### src/rtl/des_round_ctrl.sv
// Iterative DES Feistel round sequencer: holds L/R, folds f results, emits subkey index/shift.
// Optional round-wait watchdog enabled by defining DES_TIMEOUT_EN.
module des_round_ctrl #(
  parameter int ROUNDS  = 16,
  parameter int TIMEOUT = 15
) (
  input  logic        clk,
  input  logic        rst,
  input  logic        start,
  input  logic        decrypt,
  input  logic [63:0] block_in,
  output logic        busy,
  output logic [31:0] r_out,
  output logic [3:0]  round_idx,
  output logic [3:0]  subkey_sel,
  output logic [1:0]  shift_amt,
  input  logic        f_valid,
  input  logic [31:0] f_in,
  output logic        out_valid,
  input  logic        out_ready,
`ifdef DES_TIMEOUT_EN
  output logic        error,
`endif
  output logic [63:0] block_out
);

  typedef enum logic [1:0] {S_IDLE, S_ROUND, S_DONE} state_t;

  state_t      r_state;
  state_t      w_next;
  logic [31:0] r_l;
  logic [31:0] r_r;
  logic [3:0]  r_cnt;
  logic        r_dec;
  logic        w_last;
  logic        w_in_round;
  logic [3:0]  w_sub;
  logic        w_timeout;
  logic        w_err;

  assign w_last     = (r_cnt == 4'(ROUNDS - 1));
  assign w_in_round = (r_state == S_ROUND);
  assign w_sub      = r_dec ? (4'(ROUNDS - 1) - r_cnt) : r_cnt;

`ifdef DES_TIMEOUT_EN
  localparam int TW = $clog2(TIMEOUT + 1);
  logic [TW-1:0] r_wait;
  logic          r_err;

  assign w_timeout = w_in_round && !f_valid && (r_wait == TW'(TIMEOUT - 1));
  assign w_err     = r_err;
  assign error     = r_err;

  // Wait counter clears on every f_valid; error latches on expiry until handshake.
  always_ff @(posedge clk or posedge rst) begin
    if (rst) begin
      r_wait <= '0;
      r_err  <= 1'b0;
    end else if (w_in_round) begin
      if (f_valid || w_timeout) begin
        r_wait <= '0;
      end else begin
        r_wait <= r_wait + TW'(1);
      end
      if (w_timeout) begin
        r_err <= 1'b1;
      end
    end else if (out_valid && out_ready) begin
      r_wait <= '0;
      r_err  <= 1'b0;
    end else begin
      r_wait <= '0;
    end
  end
`else
  assign w_timeout = 1'b0;
  assign w_err     = 1'b0;
`endif

  // State register.
  always_ff @(posedge clk or posedge rst) begin
    if (rst) begin
      r_state <= S_IDLE;
    end else begin
      r_state <= w_next;
    end
  end

  // Next-state logic.
  always_comb begin
    w_next = r_state;
    case (r_state)
      S_IDLE: begin
        if (start) begin
          w_next = S_ROUND;
        end else begin
          w_next = S_IDLE;
        end
      end
      S_ROUND: begin
        if ((f_valid && w_last) || w_timeout) begin
          w_next = S_DONE;
        end else begin
          w_next = S_ROUND;
        end
      end
      S_DONE: begin
        if (out_ready) begin
          w_next = S_IDLE;
        end else begin
          w_next = S_DONE;
        end
      end
      default: w_next = S_IDLE;
    endcase
  end

  // Half registers, round counter and captured mode.
  always_ff @(posedge clk or posedge rst) begin
    if (rst) begin
      r_l   <= 32'd0;
      r_r   <= 32'd0;
      r_cnt <= 4'd0;
      r_dec <= 1'b0;
    end else begin
      case (r_state)
        S_IDLE: begin
          if (start) begin
            r_l   <= block_in[63:32];
            r_r   <= block_in[31:0];
            r_dec <= decrypt;
            r_cnt <= 4'd0;
          end
        end
        S_ROUND: begin
          if (f_valid) begin
            r_l   <= r_r;
            r_r   <= r_l ^ f_in;
            r_cnt <= w_last ? 4'd0 : (r_cnt + 4'd1);
          end else if (w_timeout) begin
            r_cnt <= 4'd0;
          end
        end
        default: begin
          r_cnt <= r_cnt;
        end
      endcase
    end
  end

  assign busy       = (r_state != S_IDLE);
  assign r_out      = r_r;
  assign round_idx  = w_in_round ? r_cnt : 4'd0;
  assign subkey_sel = w_in_round ? w_sub : 4'd0;
  // DES key schedule rotates by one bit only in rounds 1, 2, 9 and 16.
  assign shift_amt  = !w_in_round ? 2'd0 :
                      ((w_sub == 4'd0) || (w_sub == 4'd1) || (w_sub == 4'd8) || (w_sub == 4'd15)) ? 2'd1 : 2'd2;
  assign out_valid  = (r_state == S_DONE);
  assign block_out  = (out_valid && !w_err) ? {r_r, r_l} : 64'd0;

endmodule

### config.mk
export PLATFORM = sky130hd
export DESIGN_NAME = des_round_ctrl
export DESIGN_NICKNAME = d
export VERILOG_FILES = /design/src/rtl/des_round_ctrl.sv
export SDC_FILE = /design/constraint.sdc
export NUM_CORES = 1
export LEC_CHECK = 0
export CORE_MARGIN = 4
export CORE_UTILIZATION = 42
export DETAILED_ROUTE_END_ITERATION = 8
export PLACE_DENSITY = 0.81
export SLEW_MARGIN = 20
export SYNTH_ARGS = -nofsm -noshare
export SYNTH_HDL_FRONTEND = slang
export SYNTH_SLANG_ARGS = --single-unit
### constraint.sdc
create_clock -name clk -period 2.8 [get_ports clk]
set_input_delay 0.28 -clock clk [delete_from_list [all_inputs] [get_ports clk]]
set_output_delay 0.28 -clock clk [all_outputs]
set_load 0.03 [all_outputs]
Yosys cells after proc, flatten, opt, wreduce, memory -nomap -nowiden
Cells that the tools add are included.
Word-level totals
  input bits: 102
  word-level logic and storage cells: 46
  register bits: 71
  output and inout bits: 108
Cells by class
  mux-type cells: 20
  reductions and logical operators: 10
  equal/unequal tests: 8
  $add $sub $neg: 2
  bitwise gates (word level): 1
Operators with widths (number)
  $mux W32: 4
  $pmux W32 S2: 2
  $mux W64: 1
  $xor A32 B32 Y32: 1
  $mux W4: 6
  $eq A4 B4 Y1 const B: 3
  $mux W2: 4
  $pmux W4 S2: 1
  $pmux W2 S3: 1
  $add A4 B1 Y4 const B: 1
  $eq A4 B1 Y1 const B: 1
  $logic_not A4 Y1: 1
  $ne A2 B2 Y1 const B: 2
  $reduce_bool A2 Y1: 2
  $sub A4 B4 Y4 const A: 1
  $logic_or A1 B1 Y1: 3
  $reduce_and A3 Y1: 1
  $eq A2 B1 Y1 const B: 1
  $eq A2 B2 Y1 const B: 1
  $logic_not A2 Y1: 1
  $reduce_and A2 Y1: 1
  $logic_and A1 B1 Y1: 1
  $mux W1: 1

Longest topological paths before layout
Gate-level depths: netlist of run 1.
  word-level depth: 8
  depth in mapped cells: 7

Worst setup path after synthesis of run 1
OpenSTA, ideal clock, no wires.
  path kind: flip-flop to output port
  from: reg r_dec
  to: out shift_amt[0]
  setup slack: 0.861 ns
  cell stages (with the launch flop): 5
  data arrival time: 1.659 ns
  cells stage by stage: dfrtp_1 -> clkbuf_1 -> maj3_2 -> or3_1 -> a21oi_1
On the way
  word-level cells in the longest chain between the ends: 7
  elaborated cells on any way between the ends: 10
  those cells by class: eq/ne: 3; mux: 3; reduce/logical: 4
RTL lines
  from (decl): line 34  | logic r_dec;
  from (signal assigned): line 131  | r_dec <= decrypt;
  $mux W4 *: line 43  | assign w_sub = r_dec ? (4'(ROUNDS - 1) - r_cnt) : r_cnt;
  $eq A4 B1 Y1 or $logic_not A4 Y1 (tied branches): line 157  | ((w_sub == 4'd0) || (w_sub == 4'd1) || (w_sub == 4'd8) || (w_sub == 4'd15)) ? 2'd1 : 2'd2;
  $logic_or A1 B1 Y1 (2 in a row): line 157
  $logic_or A1 B1 Y1 *: line 157
  $mux W2 *: line 157
  $mux W2 *: line 156  | assign shift_amt = !w_in_round ? 2'd0 :
  to (decl): line 16  | output logic [1:0] shift_amt,
Mark *: on every way between the ends. The rest lies on a longest branch, timed or not.

Worst setup path in the final report of run 1
  from: reg r_cnt[0]
  to: out shift_amt[0]
On the way
  word-level cells in the longest chain between the ends: 8
  elaborated cells on any way between the ends: 11
  those cells by class: add/sub: 1; eq/ne: 3; mux: 3; reduce/logical: 4
RTL lines
  from (decl): line 33  | logic [3:0] r_cnt;
  from (signal assigned): line 139  | r_cnt <= w_last ? 4'd0 : (r_cnt + 4'd1);
  from (signal assigned): line 145  | r_cnt <= r_cnt;
  $sub A4 B4 Y4: line 43
  $mux W4 *: line 43
  $eq A4 B1 Y1 or $logic_not A4 Y1 (tied branches): line 157
  $logic_or A1 B1 Y1 (2 in a row): line 157
  $logic_or A1 B1 Y1 *: line 157
  $mux W2 *: line 157
  $mux W2 *: line 156
Marked as above.

==> results_dict.tcl, run 1 <==
set metrics [dict create \
    io_buffers 209 \
    cp-end-kind "output pin" \
    synth_area_per_cell_um2 10.2 \
    cts_hold_buf 0 \
    setup_tns_ns 0 \
    die_x_um 113 \
    detail_route.vias_per_cell 5.15 \
    endpoint "shift_amt[0]" \
    synth_top_family_by_area "multiplexers" \
    placed_area_um2 6740 \
    sw_frac_of_total 0.424 \
    ys_ff_latch 71 \
    clock_path_buffers 2 \
    cts_tree "done" \
    yosys.area_share.adder 0.00515 \
    n_fill_cell 883 \
    power_leakage_nw 2.92 \
    clkPwrFrac 0.101 \
    r2r-end "r_l[28]" \
    power_w 0.00690 \
    cts_sinks 71 \
    layout-drive-gt1-share 0.150 \
    synth_edf_count 0 \
    wl_met3_um 820 \
    place_congestion 0.810 \
    path_cells "maj3_2 > or3_1 > a21oi_1 > clkdlybuf4s50_1" \
    internal_power_w 0.00398 \
    drc 0 \
    setup_viol 0 \
    crit_type "reg2out" \
    arrival_ns 2.32 \
    synth-compound-area-share 0.106 \
    wl_per_cell_um 17.1 \
    dieArea_um2 12700 \
    synthTopCellsByArea "dfrtp_1, mux2_4, and2_1" \
    top_layer_used "met4" \
    antenna_left 0 \
    max_stage_delay_ns 0.69 \
    synth_top_area_frac 0.385 \
    area_growth_pct 49.4 \
    timing.rr.start "r_state[0]" \
    wl_met1_um 5480 \
    cts_root_buffer "clkbuf_8" \
    fmax_mhz 385 \
    rrSetupSlack_ns 0.80 \
    track_usage 0.207 \
    syn_inst 452 \
    worstSetupStartpoint "r_cnt[0]" \
    routed-wl-met2_um 6860 \
    hold_viol_final 0 \
    min_period_ns 2.60 \
    finalNetCount 744 \
    seqPwrFrac 0.307 \
    first_global_vias 4173 \
    design_area_um2 6900 \
    fp.coreArea_um2 10800 \
    synthArstFlopShare 1.00 \
    worstPathMaxFanout 8 \
    grt_overflow 0 \
    grt_pass1_wl_um 21500 \
    antenna_found_initial 0 \
    slew_headroom 0.567 \
    drt_wl_total_um 13400 \
    crit_slowest_cell "clkdlybuf4s50_1" \
    rr_worst_depth 4 \
    synth_area_leader_cell "dfrtp_1" \
    htreeDepth 3 \
    path_clk_slew_ns 0.08 \
    die_h_um 113 \
    clock_latency_ns 0.33 \
    tightest_slew_ns 0.650 \
    peakVddDrop_uv 871 \
    hpwl_um 9810 \
    num_vias 4048 \
    synth_common_cells "nor2_1, dfrtp_1, and2_1" \
    fin_skew_ns 0.0114 \
    cp-start-kind "flip-flop" \
    p_sw_w 0.00293 \
    io_pins 210 \
    synthesis.nets 555 \
    cts_resized 0 \
    synth_xor_area_frac 0.0683 \
    synth_flop_cell "dfrtp_1" \
    crit_required_ns 2.52 \
    rows 38 \
    status "completed" \
    drt-pass1-iter-count 4 \
    hold_path_class "in2async" \
    yosysSeqAreaShare 0.385 \
    slew_viol_final 0 \
    insertedDiodeCount 0 \
    cts_buffers 9 \
    min_period_over_period 0.928 \
    synth_simple_gate_area_frac 0.174 \
    synth_cell_types 34 \
    power_density_nw_per_um2 1000 \
    yosys_warnings 0 \
    synth_most_common_cell "nor2_1" \
    syn_area_um2 4620 \
    drv_cap 0 \
    muxShareOfSynthArea 0.205 \
    p_comb_frac 0.592 \
    drtIter0Drc 225 \
    start_util 0.428 \
    cts_setup_buffers 0 \
    rsz0062_at_grt "false" \
    grt_max_degree 68 \
]
[critical path: cells and delay by family, from the launching register on]
kind | cells | cell delay [ns]
buffers and inverters | 1 | 0.69
flip-flops | 1 | 0.47
adder cells (fa/ha/maj) | 1 | 0.34
AND/OR/NAND/NOR | 1 | 0.33
AO/OA/AOI/OAI | 1 | 0.16
[cells in the final DEF (no fill, tap or decap), drive strengths merged, types with 2 or more instances in the layout]
| cell type | instances |
|---|---|
| a21oi | 2 |
| and2 | 66 |
| buf | 11 |
| clkbuf | 12 |
| clkdlybuf4s50 | 209 |
| clkinv | 3 |
| dfrtp | 71 |
| inv | 4 |
| mux2 | 65 |
| mux2i | 3 |
| nand2 | 2 |
| nand2b | 2 |
| nand3 | 6 |
| nor2 | 73 |
| o21ai | 37 |
| o41ai | 32 |
| xnor2 | 4 |
| xor2 | 32 |
[how the worst min path moves through the flow]
stage               endpoint  slack [ns]    start
finish                r_l[5]        0.24      rst
CTS                   r_l[5]        0.23      rst
global route          r_l[5]        0.25      rst
detailed placement   r_l[26]        0.53  r_l[26]
floorplan           r_cnt[0]        0.43  f_valid
global placement     r_l[26]        0.53  r_l[26]
[stage by stage]
stage | setup WS, ns | hold slack (ns) | instances | util
finish | 0.203 | 0.237 | 786 | 0.639
global route | 0.136 | 0.247 | 786 | 0.639
CTS | 0.195 | 0.230 | 786 | 0.639
detailed placement | 0.568 | 0.533 | 770 | 0.625
global placement | 0.599 | 0.530 | 770 | 0.625
floorplan | 0.723 | 0.427 | 452 | -
[state kept, by name (all words and copies together), names as in the netlist]
register and cells:
r_cnt 4, r_l 32, r_state 2, r_dec 1
r_out 32
[cells by family after synthesis]
kind of cell,count (synthesis)
AOI/OAI and AO/OA,73
xor gates and xnor gates,36
adders and majority gates,2
buffers and inverters,46
DFF,71
muxes,68
and+or+nand+nor,156
[metal layers]
metal,vias up,GRT usage
li1,1929,-
met1,1951,0.257
met2,150,0.361
met3,18,0.0396
met4,0,0.0665
met5,-,0
[layout make-up]
class	count	area, µm²	area share
well taps	140	175	0.0254
clock inverters	4	22.5	0.00326
inverters	4	15.0	0.00218
clock buffers	12	135	0.0196
multi-input cells	335	2590	0.375
flip-flops and latches	71	1780	0.258
repair buffers	220	2190	0.317
[power groups by stage]
stage	logic, W	clock network, W	registers (W)
3_3_place_gp	0.00402	0	0.00209
2_1_floorplan	0.00258	0	0.00238
6_report	0.00409	0.000695	0.00212
4_1_cts	0.00412	0.000717	0.00212
3_5_place_dp	0.00410	0	0.00213
5_1_grt	0.00439	0.000764	0.00220
(Power assumes the default switching activity.)
==> inputs of run 2 (changes only) <==
==> constraint.sdc (replaced) <==
create_clock -name clk -period 2.59 [get_ports clk]
set_input_delay 0.259 -clock clk [delete_from_list [all_inputs] [get_ports clk]]
set_output_delay 0.259 -clock clk [all_outputs]
set_load 0.03 [all_outputs]
==> run 2 against run 1 <==
- utilization is 1.7 points higher
- sequential share of layout area shrank 0.68 points
- non-clock buffer count is 2 higher
- cell count grew 0.38%
- count of clock-buffer cells in the layout shrank 1
- register-to-register slack worse by 0.20 ns
==> results_dict.tcl, run 2 (same netlist as run 1, synthesis figures left out) <==
set metrics [dict create \
    status "completed" \
    cts_hold_buf 0 \
    drt_wl_total_um 13800 \
    fin_skew_ns 0.00877 \
    setup_slack_ns 0.0727 \
    first_global_vias 4316 \
    peakVddDrop_uv 906 \
    cts_root_buffer "clkbuf_8" \
    clkPwrFrac 0.131 \
    cp-end-kind "output pin" \
    track_usage 0.212 \
    layout_commonest_cell "clkdlybuf4s50_1" \
    antenna_left 0 \
    detail_route.vias_per_cell 5.17 \
    drc 0 \
    antenna_found_initial 1 \
    crit_type "reg2out" \
    clock_path_buffers 2 \
    cts_sinks 71 \
    drtIter0Drc 204 \
    slew_headroom 0.643 \
    area_growth_pct 53.4 \
    hold_path_class "in2async" \
    setup_viol 0 \
    post-route-util 0.657 \
    slew_viol_final 0 \
    min_period_over_period 0.972 \
    power_density_nw_per_um2 1100 \
    final_cell_mix "clkdlybuf4s50_1, nor2_1, dfrtp_1, and2_1, dlymetal6s2s_1" \
    sw_frac_of_total 0.413 \
    io_pins 210 \
    crit_required_ns 2.33 \
    dieArea_um2 12700 \
    io_buffers 209 \
    layout-drive-gt1-share 0.182 \
    num_vias 4083 \
    path_clk_slew_ns 0.08 \
    grt_overflow 0 \
    hpwl_um 10100 \
    fmax_mhz 397 \
    hold_ws_ns 0.200 \
    start_util 0.428 \
    cp-start-kind "flip-flop" \
    place_congestion 0.828 \
    finalNetCount 746 \
    p_sw_w 0.00320 \
    setup_tns_ns 0 \
    placed_area_um2 6730 \
    wl_per_cell_um 17.5 \
    internal_power_w 0.00456 \
    worstPathMaxFanout 8 \
    rows 38 \
    hold_viol_final 0 \
    drv_cap 0 \
    grt_pass1_wl_um 21900 \
    cts_tree "done" \
    p_comb_frac 0.574 \
    power_leakage_nw 3.91 \
    seqPwrFrac 0.295 \
    drt-pass1-iter-count 5 \
    grt_max_degree 58 \
    die_x_um 113 \
    arrival_ns 2.26 \
    post-place-ws_ns 0.384 \
    cts_buffers 9 \
    htreeDepth 3 \
    min_period_ns 2.52 \
    fp.coreArea_um2 10800 \
    rsz0062_at_grt "false" \
    clock_latency_ns 0.34 \
    design_area_um2 7090 \
    die_h_um 113 \
    tightest_slew_ns 0.536 \
]
[run 2: cell count changes in the layout (fill, tap and decap cells not counted)]
cell / change
buf_4: +17
clkinv_2: -2
buf_12: +1
bufinv_16: +2
clkinvlp_4: +1
clkbuf_8: +2
clkbuf_1: -3
diode_2: +1
dlymetal6s2s_1: +49
clkdlybuf4s50_1: -65
[run 2: through the flow]
step	cells	power, W
floorplan	452	0.00536
global placement	772	0.00662
detailed placement	772	0.00678
CTS	788	0.00782
global route	789	0.00826
finish	789	0.00776
[run 2: per-layer routing]
layer	part of all wire	wire length, µm	up-vias	track usage
met1	0.40	5540	1964	0.255
met4	0.026	352	0	0.0801
met3	0.060	828	27	0.0476
met2	0.51	7080	157	0.369
met5	0	0	-	0
li1	-	-	1935	-
[run 2: layout make-up]
cell class | count | area, µm²
Clock inverter | 5 | 80.1
Timing Repair Buffer | 222 | 2300
Clock buffer | 11 | 151
Inverter | 4 | 15.0
Multi-Input combinational cell | 335 | 2590
Sequential cell | 71 | 1780
Fill cell | 832 | 3710
Tap cell | 140 | 175
Antenna cell | 1 | 2.50
[run 2: path summary, 6_finish.rpt]
| kind | start | endpoint | slack, ns | cells after the start |
|---|---|---|---|---|
| min in group clk | block_in[18] | r_out[18] | 0.53 | 3 |
| max in group asynchronous | rst | r_state[1] | 1.76 | 3 |
| setup / recovery | r_cnt[3] | shift_amt[1] | 0.07 | 4 |
| hold reg to reg | r_l[6] | r_l[6] | 0.55 | 1 |
| setup reg to reg | r_state[1] | r_l[24] | 0.60 | 4 |
| hold / removal | rst | r_out[9] | 0.20 | 2 |
[run 2: timing repair]
item,in CTS,in global routing
resized for setup,0,49
endpoints found under the setup margin,0,49
setup buffers,0,0
[run 2: critical path: stages, from the launching register on]
cell and delay (ns):
dfrtp_1 0.48, maj3_2 0.34, or3_1 0.32, and3_1 0.18, clkdlybuf4s50_1 0.59
[run 2: power by group through the flow]
stage	combinational [W]	sequential, W	clock [W]
final	0.00445	0.00229	0.00102
after global routing	0.00478	0.00238	0.00109
after global placement	0.00435	0.00226	0
after detailed placement	0.00447	0.00230	0
after floorplan	0.00278	0.00257	0
after CTS	0.00449	0.00229	0.00104
